==> src/rtl/mem_arb_pkg.sv <==
// Shared types for mem_bus_arbiter: FSM state, grant-owner encoding and bus geometry.
package mem_arb_pkg;

    localparam int unsigned DATA_W_DEF = 32;
    localparam int unsigned MASK_W     = DATA_W_DEF / 8;

    typedef enum logic [1:0] {
        IDLE,
        GNT_MEM,
        GNT_IF
    } state_t;

    typedef enum logic [1:0] {
        OWN_NONE,
        OWN_MEM,
        OWN_IF
    } owner_t;

    // MEM always wins: its instruction is older in the pipeline than the fetch.
    function automatic owner_t arbitrate(input logic mem_pend, input logic if_pend);
        if (mem_pend) return OWN_MEM;
        if (if_pend) return OWN_IF;
        return OWN_NONE;
    endfunction

endpackage

==> src/rtl/arb_timeout_ctr.sv <==
// Wait-state counter for mem_bus_arbiter; expire is high once TIMEOUT_CYC waits have elapsed.
module arb_timeout_ctr #(
    parameter int unsigned TIMEOUT_CYC = 255
) (
    input  logic clk,
    input  logic rst_n,
    input  logic clear,
    input  logic enable,
    output logic expire
);
    localparam int unsigned CW = $clog2(TIMEOUT_CYC + 1);

    logic [CW-1:0] count;

    always_ff @(posedge clk or negedge rst_n) begin
        if (!rst_n) begin
            count <= '0;
        end else if (clear) begin
            count <= '0;
        end else if (enable && count != CW'(TIMEOUT_CYC)) begin
            count <= count + CW'(1);
        end
    end

    assign expire = (count == CW'(TIMEOUT_CYC));

endmodule

==> src/rtl/mem_bus_arbiter.sv <==
// Single-port memory bus arbiter between IF and MEM stages; MEM has priority.
// Optional transaction timeout with bus_err is enabled by defining BUS_TIMEOUT_EN.
module mem_bus_arbiter
    import mem_arb_pkg::*;
#(
    parameter int ADDR_W      = 32,
    parameter int DATA_W      = 32,
    parameter int TIMEOUT_CYC = 255
) (
    input  logic                clk,
    input  logic                rst_n,
    input  logic                if_req,
    input  logic [ADDR_W-1:0]   if_addr,
    output logic [DATA_W-1:0]   if_rdata,
    output logic                if_ready,
    input  logic                mem_req,
    input  logic                mem_we,
    input  logic [DATA_W/8-1:0] mem_wmask,
    input  logic [ADDR_W-1:0]   mem_addr,
    input  logic [DATA_W-1:0]   mem_wdata,
    output logic [DATA_W-1:0]   mem_rdata,
    output logic                mem_ready,
    output logic                bus_req,
    output logic                bus_we,
    output logic [DATA_W/8-1:0] bus_wmask,
    output logic [ADDR_W-1:0]   bus_addr,
    output logic [DATA_W-1:0]   bus_wdata,
    input  logic [DATA_W-1:0]   bus_rdata,
    input  logic                bus_ack,
    output logic                stall_IF,
    output logic                stall_MEM,
    output logic                bus_err
);
    state_t state;
    owner_t next_own;
    logic   if_kill;
    logic   ack_cur;
    logic   timeout;
    logic   done;
    logic   grant;
    logic   mem_pend;
    logic   if_pend;

    assign stall_IF  = if_req & ~if_ready;
    assign stall_MEM = mem_req & ~mem_ready;

    // A requester whose ready is pulsing still shows the completed request; it must not be refetched.
    assign mem_pend = mem_req & ~mem_ready;
    assign if_pend  = if_req & ~if_ready;

    assign ack_cur = bus_ack & (state != IDLE);

`ifdef BUS_TIMEOUT_EN
    logic expire;

    arb_timeout_ctr #(
        .TIMEOUT_CYC(TIMEOUT_CYC)
    ) u_timeout_ctr (
        .clk   (clk),
        .rst_n (rst_n),
        .clear (state == IDLE || done),
        .enable(state != IDLE && !bus_ack),
        .expire(expire)
    );

    assign timeout = expire & ~ack_cur & (state != IDLE);
`else
    localparam int unused_timeout_cyc = TIMEOUT_CYC;
    assign timeout = 1'b0;
`endif

    assign done  = ack_cur | timeout;
    assign grant = (state == IDLE) | done;

    always_comb begin
        next_own = OWN_NONE;
        if (state == IDLE) begin
            next_own = arbitrate(mem_pend, if_pend);
        end else if (done) begin
            next_own = arbitrate(mem_pend && state != GNT_MEM, if_pend && state != GNT_IF);
        end
    end

    always_ff @(posedge clk or negedge rst_n) begin
        if (!rst_n) begin
            state     <= IDLE;
            if_kill   <= 1'b0;
            bus_req   <= 1'b0;
            bus_we    <= 1'b0;
            bus_wmask <= '0;
            bus_addr  <= '0;
            bus_wdata <= '0;
            if_rdata  <= '0;
            if_ready  <= 1'b0;
            mem_rdata <= '0;
            mem_ready <= 1'b0;
            bus_err   <= 1'b0;
        end else begin
            if_ready  <= 1'b0;
            mem_ready <= 1'b0;
            bus_err   <= 1'b0;

            // A flushed fetch keeps the bus until ack but its result is dropped.
            if (state == GNT_IF && !if_req) if_kill <= 1'b1;

            if (done) begin
                bus_err <= timeout;
                if (state == GNT_MEM) begin
                    mem_ready <= 1'b1;
                    mem_rdata <= (timeout || bus_we) ? '0 : bus_rdata;
                end else if (!if_kill && if_req) begin
                    if_ready <= 1'b1;
                    if_rdata <= timeout ? '0 : bus_rdata;
                end
            end

            if (grant) begin
                if_kill <= 1'b0;
                case (next_own)
                    OWN_MEM: begin
                        state     <= GNT_MEM;
                        bus_req   <= 1'b1;
                        bus_we    <= mem_we;
                        bus_wmask <= mem_we ? mem_wmask : '0;
                        bus_addr  <= mem_addr;
                        bus_wdata <= mem_we ? mem_wdata : '0;
                    end
                    OWN_IF: begin
                        state     <= GNT_IF;
                        bus_req   <= 1'b1;
                        bus_we    <= 1'b0;
                        bus_wmask <= '0;
                        bus_addr  <= if_addr;
                        bus_wdata <= '0;
                    end
                    default: begin
                        state     <= IDLE;
                        bus_req   <= 1'b0;
                        bus_we    <= 1'b0;
                        bus_wmask <= '0;
                        bus_addr  <= '0;
                        bus_wdata <= '0;
                    end
                endcase
            end
        end
    end

endmodule
==> config.mk <==
export PLATFORM = sky130hd
export DESIGN_NAME = mem_bus_arbiter
export DESIGN_NICKNAME = d
export VERILOG_FILES = /design/src/rtl/mem_arb_pkg.sv /design/src/rtl/arb_timeout_ctr.sv /design/src/rtl/mem_bus_arbiter.sv
export SDC_FILE = /design/constraint.sdc
export NUM_CORES = 1
export LEC_CHECK = 0
export CORE_AREA = 3 3 133 135
export CTS_CLUSTER_DIAMETER = 200
export DETAILED_ROUTE_END_ITERATION = 16
export DIE_AREA = 0 0 136 138
export PLACE_DENSITY = 0.7
export SYNTH_ARGS = -nofsm -noshare
export SYNTH_HDL_FRONTEND = slang
export SYNTH_SLANG_ARGS = --single-unit
==> constraint.sdc <==
create_clock -name clk -period 2.73 [get_ports clk]
set_input_delay 0.273 -clock clk [delete_from_list [all_inputs] [get_ports clk]]
set_output_delay 0.273 -clock clk [all_outputs]
set_load 0.02 [all_outputs]
==> Yosys cells after proc, flatten, opt, wreduce, memory -nomap -nowiden <==
Cells that the tools add are included.
{ "totals": {"ff_bits": 139, "latch_bits": 0, "ram_bits": 0, "romBits": 0, "input_bits": 138, "memories": 0} }
{ "op_classes": {"n_addsub": 0, "mul": 0, "div_mod_pow": 0, "magnitude_cmp": 0, "eq_ne": 6, "shifts": 0, "n_mux": 38, "bitwise_logic": 7, "n_reduce_logical": 12} }
{ "op_table": {"columns": ["op", "count"], "rows": [
  ["two-way mux 32 bit", 3],
  ["one-hot mux 32 bit (2 select lines)", 1],
  ["two-way mux 1 bit", 21],
  ["two-way mux 2 bit", 10],
  ["two-way mux 4 bit", 2],
  ["== test 2 x 1 -> 1 bit, second input constant", 2],
  ["== test 2 bit, second input constant", 2],
  ["logical AND 1 bit", 4],
  ["one-hot mux 2 bit (2 select lines)", 1],
  ["nonzero test 2 bit", 2],
  ["bitwise AND 1 bit", 3],
  ["inverter 1 bit", 3],
  ["AND reduction 3 bit", 1],
  ["logical NOT 1 bit", 2],
  ["logical NOT 2 bit", 1],
  ["inequality test 2 x 1 -> 1 bit, second input constant", 1],
  ["inequality test 2 bit, second input constant", 1],
  ["AND reduction 2 bit", 1],
  ["OR reduction 2 bit", 1],
  ["bitwise OR 1 bit", 1]
]} }

==> Depth between registers and ports, before layout <==
Gate-level depths: netlist of run 1.
{ "logic_depth": {"ltp_word": 16, "ltp_mapped": 9} }

==> Worst setup path after synthesis of run 1 <==
No wires, ideal clock.
{ "synth_path": {"path_type": "register to register", "startpoint": "reg if_ready", "endpoint": "reg bus_req", "setup_time_ns": 0.148, "t_arrival_ns": 1.969, "required_time_ns": 2.582, "slack_ns": 0.613, "stages_incl_launch_ff": 7, "n_path_buf": 2, "period_less_slack_ns": 2.117, "path_cell_list": "dfrtp_1 -> nor2b_1 -> nand2_1 -> ha_1 -> buf_1 -> clkbuf_1 -> o21ai_0"} }
{ "synth_between": {"elab_chain_cells": 14, "elab_cells_between_ends": 22} }
{ "synth_lines": {"columns": ["item", "line_no", "source"], "rows": [
  ["start: declaration", "mem_bus_arbiter.sv:15", "output logic if_ready,"],
  ["start signal: assignment", "mem_bus_arbiter.sv:94", "if_ready <= 1'b0;"],
  ["start signal: assignment", "mem_bus_arbiter.sv:99", "if_ready <= 1'b0;"],
  ["start signal: assignment", "mem_bus_arbiter.sv:112", "if_ready <= 1'b1;"],
  ["inverter 1 bit (*)", null, null],
  ["bitwise AND 1 bit (*)", null, null],
  ["net stall_IF", "mem_bus_arbiter.sv:30", "output logic stall_IF,"],
  ["logical AND 1 bit", "mem_bus_arbiter.sv:80", "next_own = arbitrate(mem_pend && state != GNT_MEM, if_pend && state != GNT_IF);"],
  ["two-way mux 1 bit (2 in a row)", "mem_arb_pkg.sv:22", "if (if_pend) return OWN_IF;"],
  ["two-way mux 1 bit", "mem_bus_arbiter.sv:79", "end else if (done) begin"],
  ["two-way mux 1 bit", "mem_bus_arbiter.sv:77", "if (state == IDLE) begin"],
  ["two-way mux 2 bit", "mem_arb_pkg.sv:23", "return OWN_NONE;"],
  ["two-way mux 2 bit", "mem_arb_pkg.sv:22", null],
  ["two-way mux 2 bit", "mem_bus_arbiter.sv:79", null],
  ["two-way mux 2 bit (*)", "mem_bus_arbiter.sv:77", null],
  ["== test 2 bit / == test 2 x 1 -> 1 bit (equally long branches)", "mem_bus_arbiter.sv:119", "case (next_own)"],
  ["OR reduction 2 bit (no line) (*)", null, null],
  ["two-way mux 1 bit (*)", "mem_bus_arbiter.sv:119", null],
  ["end signal: assignment", "mem_bus_arbiter.sv:88", "bus_req <= 1'b0;"],
  ["end signal: assignment", "mem_bus_arbiter.sv:122", "bus_req <= 1'b1;"],
  ["end signal: assignment", "mem_bus_arbiter.sv:130", "bus_req <= 1'b1;"],
  ["end: declaration", "mem_bus_arbiter.sv:23", "output logic bus_req,"]
]} }
Mark *: on every way through the listed nets, which the timed path passes. The rest lies on a longest branch. The select of a mux whose other input is x is not followed.
A chain may end at the register's enable or synchronous reset.

==> Worst setup path after layout of run 1 <==
{ "layout_path": {"startpoint": "in if_req", "endpoint": "out stall_IF"} }
{ "layout_between": {"elab_chain_cells": 1} }
{ "layout_lines": {"columns": ["item", "line_no", "source"], "rows": [
  ["start: declaration", "mem_bus_arbiter.sv:12", "input logic if_req,"],
  ["bitwise AND 1 bit", "mem_bus_arbiter.sv:44", "assign stall_IF = if_req & ~if_ready;"],
  ["end: declaration", "mem_bus_arbiter.sv:30", null]
]} }
No other way between the ends.

==> results of run 1 <==
==> cell usage after synthesis <==
cell type and number:
a21o_1 2, a22o_1 36, a22oi_1 32, a32o_1 1, and2_1 2, buf_1 1
buf_2 14, buf_4 4, buf_6 5, clkbuf_1 16, conb_1 1, dfrtp_1 139
ha_1 3, inv_1 3, mux2_2 32, nand2_1 72, nand2b_1 35, nand3b_1 2
nand4b_2 1, nor2_1 2, nor2_8 1, nor2b_1 1, o21a_1 1, o21ai_0 33
o21ba_1 1, o31ai_1 8, o31ai_2 24
==> final cells by class <==
cell class              count  share of cell area (%)
repair buffers            288                   30.91
clock buffers              22                   5.176
flip-flops and latches    139                   37.18
well taps                 220                   2.942
inverters                   3                  0.1204
multi-input cells         290                   22.42
clock inverters            10                   1.230
diodes                      1                 0.02675
==> cell usage in the layout (no fill, tap or decap) <==
cell type	synthesis	layout
clkdlybuf4s50_1	0	274
o21ai_0	33	33
nand4b_2	1	1
and2_1	2	2
bufinv_16	0	2
a32o_1	1	1
nand3b_1	2	2
o21a_1	1	1
nand2_1	72	72
nand2b_1	35	35
inv_1	3	3
ha_1	3	3
dfrtp_1	139	139
buf_6	5	1
o31ai_2	24	24
mux2_2	32	32
clkinvlp_4	0	3
a21o_1	2	2
a22o_1	36	36
clkbuf_1	16	1
o31ai_1	8	8
dlygate4sd3_1	0	1
clkinv_4	0	2
nor2b_1	1	1
buf_4	4	9
clkbuf_8	0	4
clkinv_2	0	3
diode_2	0	1
o21ba_4	0	1
a22oi_1	32	32
conb_1	1	1
nor2_8	1	1
buf_12	0	3
nor2_1	2	2
clkbuf_16	0	17
==> power by group through the flow <==
| stage | clock network, mW | registers [mW] | logic (mW) |
|---|---|---|---|
| 2_1_floorplan | 0 | 4.01 | 1.50 |
| 3_3_place_gp | 0 | 3.16 | 4.35 |
| 3_5_place_dp | 0 | 3.20 | 4.43 |
| 4_1_cts | 2.36 | 3.18 | 4.44 |
| 5_1_grt | 2.46 | 3.27 | 4.67 |
| 6_report | 2.31 | 3.18 | 4.37 |
==> per-stage QoR <==
step	util [%]	total power [mW]	std cells
2_1_floorplan	-	5.511	472
3_3_place_gp	52.72	7.512	939
3_5_place_dp	52.72	7.634	939
4_1_cts	56.40	9.979	972
5_1_grt	56.41	10.40	973
6_report	56.41	9.850	973
==> cells by family (layout without fill, tap and decap cells) <==
kind of cell,Yosys count,after routing,share of synthesized area [%]
AO/OA/AOI/OAI,138,138,19.37
flip-flops,139,139,59.97
AND/OR/NAND/NOR,116,116,9.750
buffers and inverters,43,323,3.990
other,1,2,0.06465
multiplexers,32,32,6.212
adder cells (fa/ha/maj),3,3,0.6472
==> state kept, by name, indices dropped and copies added, names as in the netlist <==
| register | cells |
|---|---|
| bus_addr | 32 |
| mem_rdata | 32 |
| bus_req | 1 |
| if_kill | 1 |
| bus_wmask | 4 |
| bus_we | 1 |
| bus_wdata | 32 |
| state | 2 |
| if_ready | 1 |
| if_rdata | 32 |
| mem_ready | 1 |
==> path summary, 6_finish.rpt <==
check / to / slack (ns) / cells past startpoint
min: if_rdata[13]$_DFFE_PN0P_ / 0.36 / 2
min reg2reg: bus_addr[30]$_DFFE_PN0N_ / 0.48 / 2
max in group asynchronous: state[0]$_DFFE_PN0N_ / 1.58 / 3
max: stall_IF / 0.68 / 3
max reg2reg: bus_addr[6]$_DFFE_PN0N_ / 0.73 / 7
min in group clk: mem_rdata[28]$_DFFE_PN0P_ / 0.45 / 3
==> repair_timing <==
| item | 4_1_cts | 5_1_grt |
|---|---|---|
| hold endpoints to repair | 44 | 0 |
| endpoints found under the setup margin | 0 | 0 |
| hold buffers | 1 | 0 |
==> per-layer routing <==
layer  part of all wire (%)  GRT usage [%]  up-vias
met2                     51          30.43      159
met4                    2.6          6.844        0
met3                    6.9          6.141       27
met5                      0              0        -
li1                       -              -     2219
met1                     39          21.36     2304
==> flow_metrics.py, run 1 <==
metrics = {
    "setup_path": {
        "endpoint_kind": "output port",
        "crit_path_start": "if_req",
        "crit_path_cell_trace": "clkdlybuf4s50_1 > nor2b_1 > clkdlybuf4s50_1",
        "crit_path_max_fanout": 3,
        "cpPeakStageDelay_ns": 0.66,
        "cpMaxStageDelayCell": "clkdlybuf4s50_1",
        "crit_buf_inv": 2,
        "path_class": "in -> out",
        "timing.rr.start": "state[1]$_DFFE_PN0N_",
        "critPathMostFrequentCell": "clkdlybuf4s50_1",
        "cp.arrival_ns": 1.78,
        "crit_family": "buffers and inverters",
        "startpoint_type": "input port",
        "required_ns": 2.46,
    },
    "layout": {
        "nNetsFinal": 880,
        "design_area_sq_um": 9355,
        "ff_latch_area_sq_um": 3478,
        "fill_cells": 1381,
        "syn2layout_area_growth_pct": 61.28,
        "multi_input_area_sq_um": 2097,
        "drive_gt1_share_pct": 13.70,
    },
    "floorplan": {
        "die_w_microns": 136,
        "core_sq_um": 16580,
        "ioPinCount": 277,
        "die_y_microns": 138,
        "rows": 47,
        "start_util_pct": 34.98,
        "die-area_sq_um": 18770,
    },
    "global_routing": {
        "grt_pass1_wl_microns": 26720,
        "antenna_found_initial": 1,
        "gr-total-overflow": 0,
        "grt_pass1_vias": 4919,
        "grt_max_degree": 66,
        "grt_usage_pct": 18.11,
    },
    "timing": {
        "holdWs_ns": 0.3592,
        "setup_viol": 0,
        "fin_skew_ns": 0.01186,
        "fin_crit_ns": 2.052,
        "report.final.slew_viol_count": 0,
        "hold_violations": 0,
        "fin_crit_sh_pct": 75.18,
        "rsz0062_at_grt": "false",
        "setup_slack_ns": 0.6777,
        "relSlewSlack_pct": 63.08,
        "tns_ns": 0,
        "tightest_slew_ns": 0.5538,
        "fmax_ghz": 0.4873,
    },
    "power_and_ir_drop": {
        "swShare_pct": 36.36,
        "ir_worst_vdd_v": 0.0005271,
        "p_leak_nw": 4.027,
        "p_per_area_nw_per_um2": 1053,
        "intPower_mw": 6.268,
        "power.switching_mw": 3.582,
        "power_frac_clock_pct": 23.4,
        "seqPwrFrac_pct": 32.3,
        "comb_power_share_pct": 44.3,
    },
    "clock_network": {
        "cts.path.max_buffers": 2,
        "cts_num_sinks": 139,
        "cts_tree": "built",
        "cts_max_level": 4,
        "cts_setup_buffers": 0,
        "cts.clk_slew.worst_paths_ns": 0.06,
        "cts-root-buf": "clkbuf_16",
        "cts_made_buffers": 17,
        "clock_latency_ns": 0.42,
        "ctsResizeCount": 0,
    },
    "yosys": {
        "avgSynthCellArea_sq_um": 12.29,
        "synth_area_sq_um": 5801,
        "synth_seq_cells": 139,
        "seq_area_frac_synth_pct": 59.97,
        "synth_area_leaders": "dfrtp_1 60%, mux2_2 6.2%, a22o_1 5.4%, o31ai_2 5.2%, nand2_1 4.7%",
        "ys_warn_count": 0,
        "synth_top_area_share_pct": 59.97,
        "synth_cells": 472,
        "synth_cell_types": 27,
        "synthesis.nets": 613,
        "synth_area_leader_cell": "dfrtp_1",
    },
    "placed_design": {
        "io_buffer_count": 275,
        "post_dp_cell_area_sq_um": 8743,
        "dp_slack_ns": 0.4493,
        "dp_hpwl_microns": 12320,
        "gp_congestion": 0.7408,
    },
    "drt": {
        "ant_nets": 0,
        "drc_errors": 0,
        "avgViaCountPerCell": 4.840,
        "num_vias": 4709,
        "drtPass1Iterations": 4,
        "drt_iter0_markers": 216,
        "wl_per_cell_microns": 17.37,
        "wirelength_microns": 16900,
    },
    "flow_run": {
        "cap_violations": 0,
    },
    "hold_path": {
        "hold_class": "in -> async",
    },
    "status": {
        "status": "complete, no violations",
    },
}
Power figures use the tool's default switching activity.
==> run 2: changes to the inputs <==
- clock period: 2.73 -> 2 ns (I/O delays scaled with it)
==> run 2 against run 1 <==
  * Worst setup slack got worse by 0.54 ns
  * Global-route usage decreased by 0.21 points
  * Power increased by 35%
  * Via count decreased by 0.72%
  * Non-clock buffer count increased by 15
  * Utilization increased by 0.91 points
  * Count of clock-buffer cells in the layout decreased by 3
  * Die area unchanged
  * Combinational power increased by 43%
  * Clock power increased by 19%
  * Critical path type is now reg -> out
==> flow_metrics.py, run 2 (synthesis results as in run 1) <==
metrics = {
    "status": {
        "status": "complete, no violations",
    },
    "clock_network": {
        "cts_num_sinks": 139,
        "cts_tree": "built",
        "cts_setup_buffers": 0,
        "clock_latency_ns": 0.41,
        "cts_max_level": 4,
        "cts_made_buffers": 17,
        "cts-root-buf": "clkbuf_16",
        "cts.path.max_buffers": 2,
        "cts.clk_slew.worst_paths_ns": 0.06,
    },
    "global_routing": {
        "grt_pass1_vias": 4827,
        "gr-total-overflow": 0,
        "grtUsageMet1_pct": 22.33,
        "grt_pass1_wl_microns": 26620,
        "antenna_found_initial": 1,
        "met2_usage_pct": 29.28,
        "grt_usage_pct": 17.90,
        "grt_max_degree": 54,
        "grt_busiest_layer": "met2",
        "grt_use_met3_pct": 5.959,
    },
    "placed_design": {
        "dp_hpwl_microns": 12390,
        "io_buffer_count": 275,
        "gp_congestion": 0.7781,
        "post_dp_cell_area_sq_um": 8939,
    },
    "timing": {
        "rsz0062_at_grt": "false",
        "report.final.slew_viol_count": 0,
        "tns_ns": 0,
        "hold_violations": 0,
        "fin_skew_ns": 0.008309,
        "setup_viol": 0,
        "fin_crit_sh_pct": 93.14,
        "fin_crit_ns": 1.863,
        "fmax_ghz": 0.5368,
        "holdWs_ns": 0.2896,
    },
    "flow_run": {
        "cap_violations": 0,
    },
    "layout": {
        "ff_latch_area_sq_um": 3478,
        "syn2layout_area_growth_pct": 63.89,
        "fill_cells": 1399,
        "drive_gt1_share_pct": 15.56,
        "design_area_sq_um": 9507,
        "mostFrequentLayoutCells": "273 x clkdlybuf4s50_1, 139 x dfrtp_1, 71 x nand2_1, 36 x a22o_1, 35 x nand2b_1",
        "final_common_cell": "clkdlybuf4s50_1",
        "multi_input_area_sq_um": 2105,
        "nNetsFinal": 895,
    },
    "floorplan": {
        "start_util_pct": 34.98,
        "rows": 47,
        "die_w_microns": 136,
        "ioPinCount": 277,
        "die-area_sq_um": 18770,
        "core_sq_um": 16580,
        "die_y_microns": 138,
    },
    "setup_path": {
        "cp.arrival_ns": 1.66,
        "reg2regPathDepth": 7,
        "endpoint_kind": "output port",
        "crit_path_max_fanout": 2,
        "path_class": "reg -> out",
        "required_ns": 1.80,
        "startpoint_type": "flip-flop",
    },
    "power_and_ir_drop": {
        "p_leak_nw": 4.107,
        "ir_worst_vdd_v": 0.0009117,
        "p_total_mw": 13.32,
        "p_per_area_nw_per_um2": 1401,
    },
    "drt": {
        "wl_per_cell_microns": 17.12,
        "drtPass1Iterations": 4,
        "avgViaCountPerCell": 4.741,
        "ant_nets": 0,
        "wirelength_microns": 16880,
        "drt_iter0_markers": 224,
        "num_vias": 4675,
        "drc_errors": 0,
    },
    "hold_path": {
        "hold_class": "in -> async",
    },
}
-- run 2: worst paths after layout --
check	startpoint	end	slack (ns)
max	if_ready$_DFF_PN0_	stall_IF	0.14
min	rst_n	mem_rdata[14]$_DFFE_PN0P_	0.29
max reg2reg	mem_ready$_DFF_PN0_	bus_addr[29]$_DFFE_PN0N_	0.16
min reg2reg	bus_addr[2]$_DFFE_PN0N_	bus_addr[2]$_DFFE_PN0N_	0.48
max in group asynchronous	rst_n	bus_wdata[3]$_DFFE_PN0N_	1.08
min in group clk	bus_rdata[28]	mem_rdata[28]$_DFFE_PN0P_	0.38
-- run 2: report_power, final --
group	internal [mW]	total (mW)	switching [mW]
Sequential	3.78	4.31	0.529
Clock	1.60	2.75	1.15
Combinational	3.02	6.26	3.24
Total	8.40	13.3	4.92
-- run 2: area by class of cell --
cell class	count	area share (%)
antenna	1	0.02632
inverter	3	0.1185
sequential	139	36.59
multi-input combinational	290	22.14
clock inverter	11	0.8028
clock buffer	19	4.659
timing repair buffer	303	32.77
tap	220	2.895
-- run 2: per-layer routing --
metal | vias to the layer above | part of all wire [%]
met5 | - | 0
met4 | 0 | 1.5
met3 | 15 | 8.1
met2 | 187 | 50
met1 | 2230 | 41
li1 | 2243 | -
-- run 2: worst max-delay path, stage by stage (launching register included) --
cell and delay (ns):
dfrtp_1 0.40, nor2b_2 0.13, buf_4 0.12, clkdlybuf4s50_1 0.61
-- run 2: what timing repair did --
| action | CTS | global route |
|---|---|---|
| hold endpoints to repair | 40 | 0 |
| hold buffers | 1 | 0 |
| endpoints found under the setup margin | 0 | 40 |
| gates resized for setup | 0 | 4 |
-- run 2: per-stage QoR --
step                std cells  worst slack, ns  utilization [%]
global placement          953          -0.1203            53.90
finish                    986           0.1371            57.33
CTS                       984          0.01427            57.09
detailed placement        953          -0.1429            53.90
global route              986          0.03283            57.33
floorplan                 472          0.08443                -
==> run 3: changes to the inputs <==
- PLACE_DENSITY: 0.7 -> unset
- PLACE_DENSITY_LB_ADDON: unset -> 0.3
==> run 3 against run 2 <==
  * Register-to-register slack lost 0.02 ns
  * Sequential share of layout area grew 0.14 points
  * Cell area shrank 0.34%
  * Worst setup slack gained 0.0049 ns
  * Worst hold slack lost 0.13 ns
  * Combinational power shrank 0.6%
  * Clock power is essentially flat
  * Utilization shrank 0.20 points
  * Sequential power is essentially flat
  * Non-clock buffer count shrank 2
  * Critical endpoint is now bus_wdata[0]$_DFFE_PN0N_
==> flow_metrics.py, run 3 (synthesis results as in run 1) <==
metrics = {
    "drt": {
        "wl_per_cell_microns": 17.04,
        "wirelength_microns": 16750,
        "drt_iter0_markers": 149,
        "num_vias": 4735,
        "drtPass1Iterations": 4,
        "avgViaCountPerCell": 4.817,
        "ant_nets": 0,
        "drc_errors": 0,
    },
    "setup_path": {
        "cpMaxStageDelayCell": "dfrtp_1",
        "startpoint_type": "flip-flop",
        "cpPeakStageDelay_ns": 0.38,
        "path_class": "reg -> reg",
        "cp.arrival_ns": 2.20,
        "crit_path_cell_trace": "nand3b_1 > a32o_1 > nand2_1 > ha_2 > buf_12 > nand2_2 > nor2_8 > buf_4 > a22o_1",
        "crit_buf_inv": 2,
        "required_ns": 2.34,
        "crit_family": "simple AND/OR/NAND/NOR gates",
        "crit_path_max_fanout": 20,
        "endpoint_kind": "flip-flop",
    },
    "clock_network": {
        "cts_made_buffers": 17,
        "cts.clk_slew.worst_paths_ns": 0.06,
        "cts_tree": "built",
        "clock_latency_ns": 0.41,
        "cts_max_level": 4,
        "cts.path.max_buffers": 2,
        "cts_num_sinks": 139,
        "cts-root-buf": "clkbuf_16",
    },
    "flow_run": {
        "cap_violations": 0,
    },
    "power_and_ir_drop": {
        "p_leak_nw": 4.083,
        "ir_worst_vdd_v": 0.0006867,
        "p_per_area_nw_per_um2": 1407,
    },
    "layout": {
        "drive_gt1_share_pct": 15.33,
        "syn2layout_area_growth_pct": 63.33,
        "fill_cells": 1374,
        "nNetsFinal": 893,
        "num_antenna_cells": 0,
        "design_area_sq_um": 9474,
        "finish.utilization_pct": 57.13,
        "mostFrequentLayoutCells": "273 x clkdlybuf4s50_1, 138 x dfrtp_1, 71 x nand2_1, 36 x a22o_1, 35 x nand2b_1",
        "final_common_cell": "clkdlybuf4s50_1",
    },
    "timing": {
        "fin_skew_ns": 0.01455,
        "rsz0062_at_grt": "false",
        "fin_crit_sh_pct": 92.90,
        "holdWs_ns": 0.1578,
        "report.final.slew_viol_count": 0,
        "hold_violations": 0,
        "setup_viol": 0,
        "fin_crit_ns": 1.858,
        "fmax_ghz": 0.5382,
    },
    "status": {
        "status": "complete, no violations",
    },
    "global_routing": {
        "grt_max_degree": 78,
        "grt_usage_pct": 17.48,
        "grt_pass1_vias": 5062,
        "grt_pass1_wl_microns": 26080,
        "antenna_found_initial": 0,
        "gr-total-overflow": 0,
    },
    "placed_design": {
        "gp_congestion": 0.7749,
        "io_buffer_count": 275,
        "dp_hpwl_microns": 12080,
        "post_dp_cell_area_sq_um": 8911,
    },
    "floorplan": {
        "start_util_pct": 34.98,
        "ioPinCount": 277,
        "die-area_sq_um": 18770,
        "core_sq_um": 16580,
        "die_w_microns": 136,
        "rows": 47,
        "die_y_microns": 138,
    },
    "hold_path": {
        "hold_class": "in -> async",
    },
}
-- run 3: cell types whose count changed in the layout (fill, tap and decap cells not counted) --
cell / before / now
clkinvlp_4: 4 / 6
inv_6: 0 / 1
diode_2: 1 / 0
buf_12: 10 / 9
clkinv_4: 3 / 1
buf_6: 2 / 1
clkinv_2: 4 / 2
clkbuf_1: 1 / 2
dfrtp_2: 0 / 1
dfrtp_1: 139 / 138
-- run 3: final timing paths --
kind,from,to,slack [ns],cells past startpoint
max,mem_ready$_DFF_PN0_,bus_wdata[0]$_DFFE_PN0N_,0.14,9
min,rst_n,if_rdata[9]$_DFFE_PN0P_,0.16,2
max reg2reg,mem_ready$_DFF_PN0_,bus_wdata[0]$_DFFE_PN0N_,0.14,9
min reg2reg,bus_addr[0]$_DFFE_PN0N_,bus_addr[0]$_DFFE_PN0N_,0.47,2
max in group asynchronous,rst_n,state[1]$_DFFE_PN0N_,1.16,3
min in group clk,bus_rdata[10],mem_rdata[10]$_DFFE_PN0P_,0.37,3
-- run 3: final cells by class --
type | count | area, sq um | share of cell area [%]
timing repair buffer | 301 | 3084 | 32.55
multi-input combinational | 290 | 2105 | 22.21
clock inverter | 10 | 72.57 | 0.7660
inverter | 3 | 11.26 | 0.1189
sequential | 139 | 3480 | 36.73
clock buffer | 20 | 446.7 | 4.715
tap | 220 | 275.3 | 2.905
-- run 3: repair_timing --
| action | 4_1_cts | 5_1_grt |
|---|---|---|
| setup buffers | 0 | 0 |
| hold endpoints to repair | 139 | 0 |
| gates resized for setup | 0 | 4 |
| hold buffers | 1 | 0 |
| setup endpoints to repair | 0 | 46 |
-- run 3: worst register-to-register path, delay by kind of cell, from the launching register on --
family                     cells  cell delay (ns)
and+or+nand+nor                4             0.46
DFF                            1             0.38
AOI/OAI and AO/OA              2             0.41
adders and majority gates      1             0.20
buffers and inverters          2             0.34
-- run 3: per-layer routing --
metal | vias to the layer above | wire, microns | GRT usage, %
met2 | 174 | 8584 | 30.01
li1 | 2237 | - | -
met4 | 0 | 368 | 6.790
met3 | 27 | 1120 | 4.688
met1 | 2297 | 6679 | 20.76
met5 | - | 0 | 0
-- run 3: metrics by stage --
stage               total power, mW  instances  TNS, ns  worst slack (ns)
floorplan                     7.531        472        0           0.08443
global placement              10.48        951   -4.928           -0.1279
detailed placement            10.62        951   -6.961           -0.1856
CTS                           13.46        982        0           0.02889
global route                  14.08        983        0          0.009306
finish                        13.33        983        0            0.1421
-- run 3: power breakdown --
| part | leakage, nW | internal (mW) | total (mW) | switching [mW] |
|---|---|---|---|---|
| logic | 2.03 | 3.01 | 6.22 | 3.21 |
| clock network | 0.236 | 1.60 | 2.78 | 1.18 |
| registers | 1.82 | 3.78 | 4.32 | 0.539 |
| total | 4.08 | 8.39 | 13.3 | 4.93 |
